<file path="src/rtl/cv32e40px_x_offload_tracker.sv">
// =============================================================================
// Module   : cv32e40px_x_offload_tracker
// Brief    : CORE-V-XIF offload tracker (ID allocation, commit/kill, hazards,
//            result/RF-port arbitration). Optional: CV32E40PX_X_RESULT_CHECK_EN.
// Revision : 1.0
// =============================================================================
`default_nettype none

module cv32e40px_x_offload_tracker #(
    parameter int ID_WIDTH        = 4,
    parameter int MAX_OUTSTANDING = 4
) (
    input  logic                                     clk,
    input  logic                                     rst_n,
    output logic [ID_WIDTH-1:0]                      issue_id_o,
    output logic                                     issue_full_o,
    input  logic                                     issue_accept_i,
    input  logic                                     issue_writeback_i,
    input  logic [4:0]                               issue_rd_i,
    input  logic [2:0][4:0]                          rs_addr_i,
    output logic [2:0]                               rs_hazard_o,
    input  logic                                     commit_i,
    input  logic                                     kill_i,
    output logic                                     commit_valid_o,
    output logic [ID_WIDTH-1:0]                      commit_id_o,
    output logic                                     commit_kill_o,
    input  logic                                     core_wb_valid_i,
    input  logic                                     result_valid_i,
    output logic                                     result_ready_o,
    input  logic [ID_WIDTH-1:0]                      result_id_i,
    input  logic                                     result_we_i,
    input  logic [4:0]                               result_rd_i,
    output logic                                     x_rf_we_o,
    output logic [$clog2(MAX_OUTSTANDING+1)-1:0]     outstanding_o,
    output logic                                     proto_err_o
);

    localparam int                  c_DEPTH = 2**ID_WIDTH;
    localparam int                  c_CNT_W = $clog2(MAX_OUTSTANDING+1);
    localparam logic [c_CNT_W-1:0]  c_MAX   = c_CNT_W'(MAX_OUTSTANDING);
    localparam logic [c_CNT_W-1:0]  c_ONE   = c_CNT_W'(1);
    localparam logic [c_CNT_W-1:0]  c_ZERO  = '0;

    logic [c_DEPTH-1:0]   r_valid;
    logic [c_DEPTH-1:0]   r_committed;
    logic [c_DEPTH-1:0]   r_wb;
    logic [4:0]           r_rd [c_DEPTH];
    logic [ID_WIDTH-1:0]  r_alloc_ptr;
    logic [ID_WIDTH-1:0]  r_commit_ptr;
    logic [c_CNT_W-1:0]   r_outstanding;
    logic                 r_commit_valid;
    logic                 r_commit_kill;
    logic [ID_WIDTH-1:0]  r_commit_id;

    logic                 w_full;
    logic                 w_issue_fire;
    logic                 w_cm_legal;
    logic                 w_kill_fire;
    logic                 w_commit_fire;
    logic                 w_res_fire;
    logic                 w_res_ok;
    logic                 w_res_free;
    logic                 w_res_dec;
    logic [2:0]           w_hazard;
    logic [4:0]           w_unused_rd;

    // The RF address travels outside this block; only kept to keep the port.
    assign w_unused_rd   = result_rd_i;

    assign w_full        = (r_outstanding == c_MAX) | r_valid[r_alloc_ptr];
    assign w_issue_fire  = issue_accept_i & ~w_full;

    assign w_cm_legal    = r_valid[r_commit_ptr] & ~r_committed[r_commit_ptr];
    assign w_kill_fire   = kill_i & w_cm_legal;
    assign w_commit_fire = commit_i & ~kill_i & w_cm_legal;

    assign w_res_fire    = result_valid_i & ~core_wb_valid_i;

`ifdef CV32E40PX_X_RESULT_CHECK_EN
    assign w_res_ok      = r_valid[result_id_i] & r_committed[result_id_i];
`else
    assign w_res_ok      = 1'b1;
`endif

    // Only a result landing on a live entry frees a slot; a same-cycle kill of
    // that entry must not be counted twice.
    assign w_res_free    = w_res_fire & w_res_ok & r_valid[result_id_i];
    assign w_res_dec     = w_res_free & ~(w_kill_fire & (result_id_i == r_commit_ptr));

    always_comb begin
        w_hazard = '0;
        for (int k = 0; k < 3; k++) begin
            for (int e = 0; e < c_DEPTH; e++) begin
                w_hazard[k] = w_hazard[k] | (r_valid[e] & r_wb[e] &
                              (r_rd[e] == rs_addr_i[k]) & (rs_addr_i[k] != 5'd0));
            end
        end
    end

    // Issue is applied last so a fresh allocation wins over a stale result.
    always_ff @(posedge clk or negedge rst_n) begin
        if (!rst_n) begin
            r_valid     <= '0;
            r_committed <= '0;
            r_wb        <= '0;
            for (int e = 0; e < c_DEPTH; e++) begin
                r_rd[e] <= '0;
            end
        end else begin
            if (w_res_free) begin
                r_valid[result_id_i] <= 1'b0;
            end
            if (w_kill_fire) begin
                r_valid[r_commit_ptr] <= 1'b0;
            end
            if (w_commit_fire) begin
                r_committed[r_commit_ptr] <= 1'b1;
            end
            if (w_issue_fire) begin
                r_valid[r_alloc_ptr]     <= 1'b1;
                r_committed[r_alloc_ptr] <= 1'b0;
                r_wb[r_alloc_ptr]        <= issue_writeback_i;
                r_rd[r_alloc_ptr]        <= issue_rd_i;
            end
        end
    end

    always_ff @(posedge clk or negedge rst_n) begin
        if (!rst_n) begin
            r_alloc_ptr    <= '0;
            r_commit_ptr   <= '0;
            r_outstanding  <= '0;
            r_commit_valid <= 1'b0;
            r_commit_kill  <= 1'b0;
            r_commit_id    <= '0;
        end else begin
            if (w_issue_fire) begin
                r_alloc_ptr <= r_alloc_ptr + 1'b1;
            end
            if (w_kill_fire | w_commit_fire) begin
                r_commit_ptr <= r_commit_ptr + 1'b1;
            end
            r_outstanding  <= r_outstanding
                            + (w_issue_fire ? c_ONE : c_ZERO)
                            - (w_kill_fire  ? c_ONE : c_ZERO)
                            - (w_res_dec    ? c_ONE : c_ZERO);
            r_commit_valid <= w_kill_fire | w_commit_fire;
            r_commit_kill  <= w_kill_fire;
            r_commit_id    <= r_commit_ptr;
        end
    end

`ifdef CV32E40PX_X_RESULT_CHECK_EN
    logic r_proto_err;

    always_ff @(posedge clk or negedge rst_n) begin
        if (!rst_n) begin
            r_proto_err <= 1'b0;
        end else if ((issue_accept_i & w_full) | (w_res_fire & ~w_res_ok)) begin
            r_proto_err <= 1'b1;
        end
    end

    assign proto_err_o = r_proto_err;
`else
    assign proto_err_o = 1'b0;
`endif

    assign issue_id_o     = r_alloc_ptr;
    assign issue_full_o   = w_full;
    assign rs_hazard_o    = w_hazard;
    assign commit_valid_o = r_commit_valid;
    assign commit_id_o    = r_commit_id;
    assign commit_kill_o  = r_commit_kill;
    assign result_ready_o = ~core_wb_valid_i;
    assign x_rf_we_o      = w_res_fire & result_we_i & w_res_ok;
    assign outstanding_o  = r_outstanding;

endmodule

`default_nettype wire
</file>
<file path="config.mk">
export PLATFORM = sky130hd
export DESIGN_NAME = cv32e40px_x_offload_tracker
export DESIGN_NICKNAME = d
export VERILOG_FILES = /design/src/rtl/cv32e40px_x_offload_tracker.sv
export SDC_FILE = /design/constraint.sdc
export NUM_CORES = 1
export LEC_CHECK = 0
export ABC_AREA = 1
export CORE_MARGIN = 2
export CORE_UTILIZATION = 30
export DETAILED_ROUTE_END_ITERATION = 6
export GPL_ROUTABILITY_DRIVEN = 1
export PLACE_DENSITY = 0.55
export SLEW_MARGIN = 20
export SYNTH_ARGS = -nofsm -noshare
export SYNTH_HDL_FRONTEND = slang
export SYNTH_SLANG_ARGS = --single-unit
export TNS_END_PERCENT = 1
</file>
<file path="constraint.sdc">
create_clock -name clk -period 5.26 [get_ports clk]
set_input_delay 1.052 -clock clk [delete_from_list [all_inputs] [get_ports clk]]
set_output_delay 1.052 -clock clk [all_outputs]
set_load 0.01 [all_outputs]
</file>
# Word level (Yosys, flattened, before mapping)
# Cells that the tools add are included.
dict set report classes {
  add_sub_neg 5
  eq_ne 50
  n_shift 0
  div 0
  reduce_logical 7
  n_lt_le_gt_ge 8
  n_mul 0
  n_mux 26
  n_bitwise 183
}
# op count
set op_table {}
lappend op_table {{5-bit equality test} 48}
lappend op_table {{1-bit bitwise AND} 122}
lappend op_table {{80-bit bitwise mux} 1}
lappend op_table {{16-bit two-way mux} 5}
lappend op_table {{16-bit bitwise AND} 3}
lappend op_table {{16-bit NOT} 3}
lappend op_table {{1-bit OR} 47}
lappend op_table {{16-bit OR} 2}
lappend op_table {{5-bit demux with 4-bit select} 1}
lappend op_table {{1-bit binary-select mux with 4-bit select} 4}
lappend op_table {{16-bit bitwise mux} 1}
lappend op_table {{4-bit by 5-bit < comparator with 1-bit output (second input constant)} 3}
lappend op_table {{5-bit nonzero test} 3}
lappend op_table {{1-bit demux with 4-bit select} 3}
lappend op_table {{4-bit by 1-bit greater-or-equal comparator with 1-bit output (second input constant)} 3}
lappend op_table {{1-bit two-way mux} 10}
lappend op_table {{4-bit by 1-bit adder with 4-bit output (second input constant)} 2}
lappend op_table {{3-bit by 1-bit subtractor with 3-bit output} 2}
lappend op_table {{5-bit greater-or-equal comparator (second input constant)} 1}
lappend op_table {{5-bit by 1-bit < comparator with 1-bit output (second input constant)} 1}
lappend op_table {{5-bit two-way mux} 1}
lappend op_table {{1-bit NOT} 5}
lappend op_table {{4-bit NOT with 5-bit output} 1}
lappend op_table {{4-bit equality test} 1}
lappend op_table {{3 further kinds} 6}
dict set report word_totals {
  regBits 145
  output_inout_bits 20
  n_memories 0
  elab_cells 304
  mem_bits_ro 0
  mem_bits_rw 0
  latch_bits 0
  in_bits 38
}

# Longest topological paths before layout
dict set report depth {
  depth_word 18
  mapped_depth 20
  depth_no_buf 18
}

# Worst setup path after synthesis
# OpenSTA, ideal clock, no wires.
dict set report synth_timing {
  kind {input to output}
  start {input port rs_addr_i[10] in the netlist's numbering}
  end {output port rs_hazard_o[2]}
  path_buffers 2
  arrival_ps 2309
  path_stages 12
  t_required_ps 4208
  slack_ps 1899
  cell_sequence {clkbuf_1 > clkinv_1 > clkbuf_1 > nand2_1 > o21ai_0 > nor2_1 > nand3_1 > nand2_1 > nor2_1 > nand2_1 > nor2_1 > nor2_1}
}
dict set report synth_via {
  elab_chain_cells 18
  elab_cells_between_ends 64
  cone_classes {16 x eq/ne; 47 x bitwise; 1 x reduce/logical}
}
# element line
set synth_rtl {}
lappend synth_rtl {{start, declared} 20} ;# input logic [2:0][4:0] rs_addr_i,
lappend synth_rtl {{5-bit equality test} 95} ;# (r_rd[e] == rs_addr_i[k]) & (rs_addr_i[k] != 5'd0));
lappend synth_rtl {{1-bit bitwise AND} 94} ;# w_hazard[k] = w_hazard[k] | (r_valid[e] & r_wb[e] &
lappend synth_rtl {{1-bit bitwise AND} 95}
lappend synth_rtl {{1-bit OR (14 in series)} 94}
lappend synth_rtl {{1-bit OR *} 94}
lappend synth_rtl {{end, declared} 21} ;# output logic [2:0] rs_hazard_o,
# Mark *: on every way between the ends. The rest lies on a longest branch, timed or not.

# Worst setup path in the final report
dict set report layout_timing {
  start {input port rs_addr_i[12] in the netlist's numbering}
  end {output port rs_hazard_o[2]}
}
# Same word-level chain as after synthesis.

==> flow_metrics.py <==
metrics = {
    "outcome": {
        "status": "finished clean",
    },
    "layout": {
        "drive_gt1_share_pct": 6.37,
        "final_area_um2": 12400,
        "diodes": 0,
        "nets": 1747,
        "area_growth_pct": 12.9,
    },
    "placement": {
        "finalWeightedCongestion": 0.975,
        "port-buffer-count": 51,
        "detailed_place.area_um2": 11800,
        "place_hpwl_um": 27400,
    },
    "drt": {
        "drc": 0,
        "vias": 11126,
        "ant_nets": 0,
        "drt_iter0_drc": 1064,
        "avgRoutedWirePerCell_um": 18.5,
        "wl_um": 40200,
        "first_pass_iters": 6,
        "vias_per_cell": 5.12,
    },
    "worst_setup_path": {
        "worst_path_max_delay_cell": "clkdlybuf4s50_1",
        "crit_required_ps": 4210,
        "crit_top_cell": "nor2_1",
        "r2r_slack_ps": 2400,
        "path_cells": "clkdlybuf4s50_1 > clkinv_1 > buf_4 > o22ai_1 > nor2_1 > nand3_1 > nand2_1 > nor2_1 > nand2_1 > nor2_1 > nor2_1 > clkdlybuf4s50_1",
        "crit_type": "in -> out",
        "crit_path_start_kind": "input port",
        "path_max_fanout": 10,
        "cp_slowest_stage_delay_ps": 480,
        "crit_arrival_ps": 3640,
        "endpoint_kind": "output pin",
    },
    "clock_tree": {
        "ctsResizeCount": 0,
        "clock_latency_ps": 440,
        "root_buffer": "clkbuf_16",
        "ctsHoldBuffers": 0,
        "htreeDepth": 4,
        "clock_path_buffers": 2,
        "cts_tree": "built",
        "clock-sinks": 145,
        "path_clk_slew_ps": 60,
        "cts_setup_buffers": 0,
        "numCtsBuffers": 17,
    },
    "synth": {
        "synth_flop_cell": "dfrtp_1",
        "synth_area_leader_cell": "dfrtp_1",
        "syn_avg_cell_area_um2": 6.51,
        "yosysUniqueCellTypes": 38,
        "syn_nets": 1731,
        "syn_inst": 1681,
        "synthTopCellsByArea": "dfrtp_1 33%, nand2_1 16%, nor2_1 8.6%",
        "synth.cell_area_um2": 10900,
        "synth_edf_count": 0,
        "synthArstFlopShare_pct": 100,
        "netlist.area_leader.share_pct": 33.1,
        "seq_area_frac_synth_pct": 33.1,
        "synth_warnings": 0,
        "ys_ff_latch": 145,
    },
    "die": {
        "io_pins": 58,
        "start_util_pct": 30.6,
        "dieArea_um2": 38000,
        "num_rows": 69,
        "die_x_um": 195,
        "fp.dieH_um": 195,
        "coreArea_um2": 35700,
    },
    "sta": {
        "slew_violations": 0,
        "finalHoldViolations": 0,
        "finalCritPeriodShare_pct": 89.3,
        "setup_violations": 0,
        "rsz0062_at_grt": "no",
        "skew_ps": 9.64,
        "finalCriticalPeriod_ps": 4700,
        "fmax_mhz": 213,
        "fin_tns_setup_ps": 0,
        "tightest_slew_ps": 1030,
        "slew_headroom_pct": 31.1,
    },
    "power": {
        "max-vdd-ir-drop_mv": 0.469,
        "p_per_area_nw_per_um2": 551,
        "p_leak_nw": 6.03,
    },
    "grt": {
        "antenna_found_initial": 0,
        "grt_max_degree": 85,
        "grt_pass1_wl_um": 61800,
        "grt_use_total_pct": 21.1,
        "overflow": 0,
        "grt_pass1_vias": 10443,
    },
    "min_path": {
        "worstHoldPathType": "reg -> reg",
    },
    "run": {
        "drv_cap": 0,
    },
}
## critical path: cells and delay by family
family	cells	cell delay [ps]
buffers and inverters	4	1760
and+or+nand+nor	7	650
AOI/OAI and AO/OA	1	170
## layer usage
| layer | GRT usage, % | vias up | share of wire (%) | wire length, um |
|---|---|---|---|---|
| li1 | - | 5409 | - | - |
| met1 | 28.7 | 5149 | 44 | 17800 |
| met2 | 34.3 | 482 | 45 | 18100 |
| met3 | 3.02 | 86 | 7.6 | 3060 |
| met4 | 7.01 | 0 | 3.0 | 1220 |
| met5 | 0 | - | 0 | 0 |
## kinds of logic after synthesis
group | Yosys count | synth area share, %
XOR/XNOR | 72 | 5.76
buffers and inverters | 277 | 11.0
AO/OA/AOI/OAI | 253 | 13.2
other | 1 | 0.0343
AND/OR/NAND/NOR | 921 | 35.5
flip-flops | 145 | 33.1
adder cells (fa/ha/maj) | 12 | 1.37
## cell usage after synthesis, drive strengths merged, types with 41 or more instances
| cell type | count |
|---|---|
| o21ai | 133 |
| o22ai | 57 |
| nor2 | 254 |
| buf | 48 |
| xor2 | 54 |
| nand2 | 476 |
| clkbuf | 41 |
| nand3 | 105 |
| inv | 183 |
| nor3 | 43 |
| a21oi | 56 |
| dfrtp | 145 |
## layout make-up
| type | count | area [um^2] |
|---|---|---|
| fillers | 3918 | 23400 |
| multi-input cells | 1259 | 6120 |
| flip-flops and latches | 145 | 3630 |
| repair buffers | 86 | 774 |
| inverters | 188 | 706 |
| well taps | 461 | 577 |
| clock buffers | 19 | 453 |
| clock inverters | 13 | 110 |
## through the flow
step | hold WS (ps) | worst slack [ps] | cells | util, % | power (mW)
6_report | 484 | 564 | 2171 | 34.6 | 6.81
5_1_grt | 503 | 500 | 2171 | 34.6 | 7.40
4_1_cts | 483 | 634 | 2171 | 34.6 | 6.80
3_5_place_dp | 468 | 640 | 2139 | 33.0 | 5.58
3_3_place_gp | 465 | 666 | 2139 | 33.0 | 5.52
2_1_floorplan | 349 | 1900 | 1681 | - | 4.66
## sequential cells by signal, summed over array words and instances, names as in the netlist, 3 cells and up
name,cells
outstanding_o,3
r_wb,16
r_committed,16
commit_id_o,4
r_valid,16
r_commit_ptr,4
issue_id_o,4
r_rd,80
## placed cells by master, fill, tap and decap left out, types with 2 or more instances in the layout
cell type        synthesis  routed
a21oi_1                 56      56
buf_4                    5      35
clkbuf_16                0      17
clkbuf_8                 0       2
clkdlybuf4s50_1          0      50
clkinv_1                 5       5
clkinv_2                 0       6
clkinv_4                 0       2
clkinvlp_4               0       2
dfrtp_1                145     145
ha_1                    12      12
inv_1                  181     181
inv_2                    2       2
inv_6                    0       2
nand2_1                474     474
nand2_2                  2       2
nand3_1                 95      95
nand3_4                  9       9
nand4_1                 39      39
nor2_1                 252     252
nor3_1                  43      43
o211ai_1                 5       5
o21ai_0                 75      75
o21ai_1                 35      35
o21ai_2                 23      23
o22ai_1                 57      57
xnor2_1                 18      18
xor2_1                  54      54
## path summary, 6_finish.rpt
kind	startpoint	end	depth (start not counted)
worst max-delay path	rs_addr_i[12]	rs_hazard_o[2]	12
worst min-delay path	r_wb[12]$_DFFE_PN0P_	r_wb[12]$_DFFE_PN0P_	2
worst max register to register	issue_id_o[0]$_DFFE_PN0P_	r_rd[2]$_DFFE_PN0P_	9
worst min register to register	r_wb[12]$_DFFE_PN0P_	r_wb[12]$_DFFE_PN0P_	2
max in group asynchronous	rst_n	issue_id_o[1]$_DFFE_PN0P_	2
min in group asynchronous	rst_n	r_rd[1]$_DFFE_PN0P_	1
## where the power goes
group,total [mW],internal [mW],switching (mW)
combinational,3.27,1.21,2.07
sequential,2.34,1.64,0.696
clock,1.20,0.674,0.524
(Power assumes the default switching activity.)
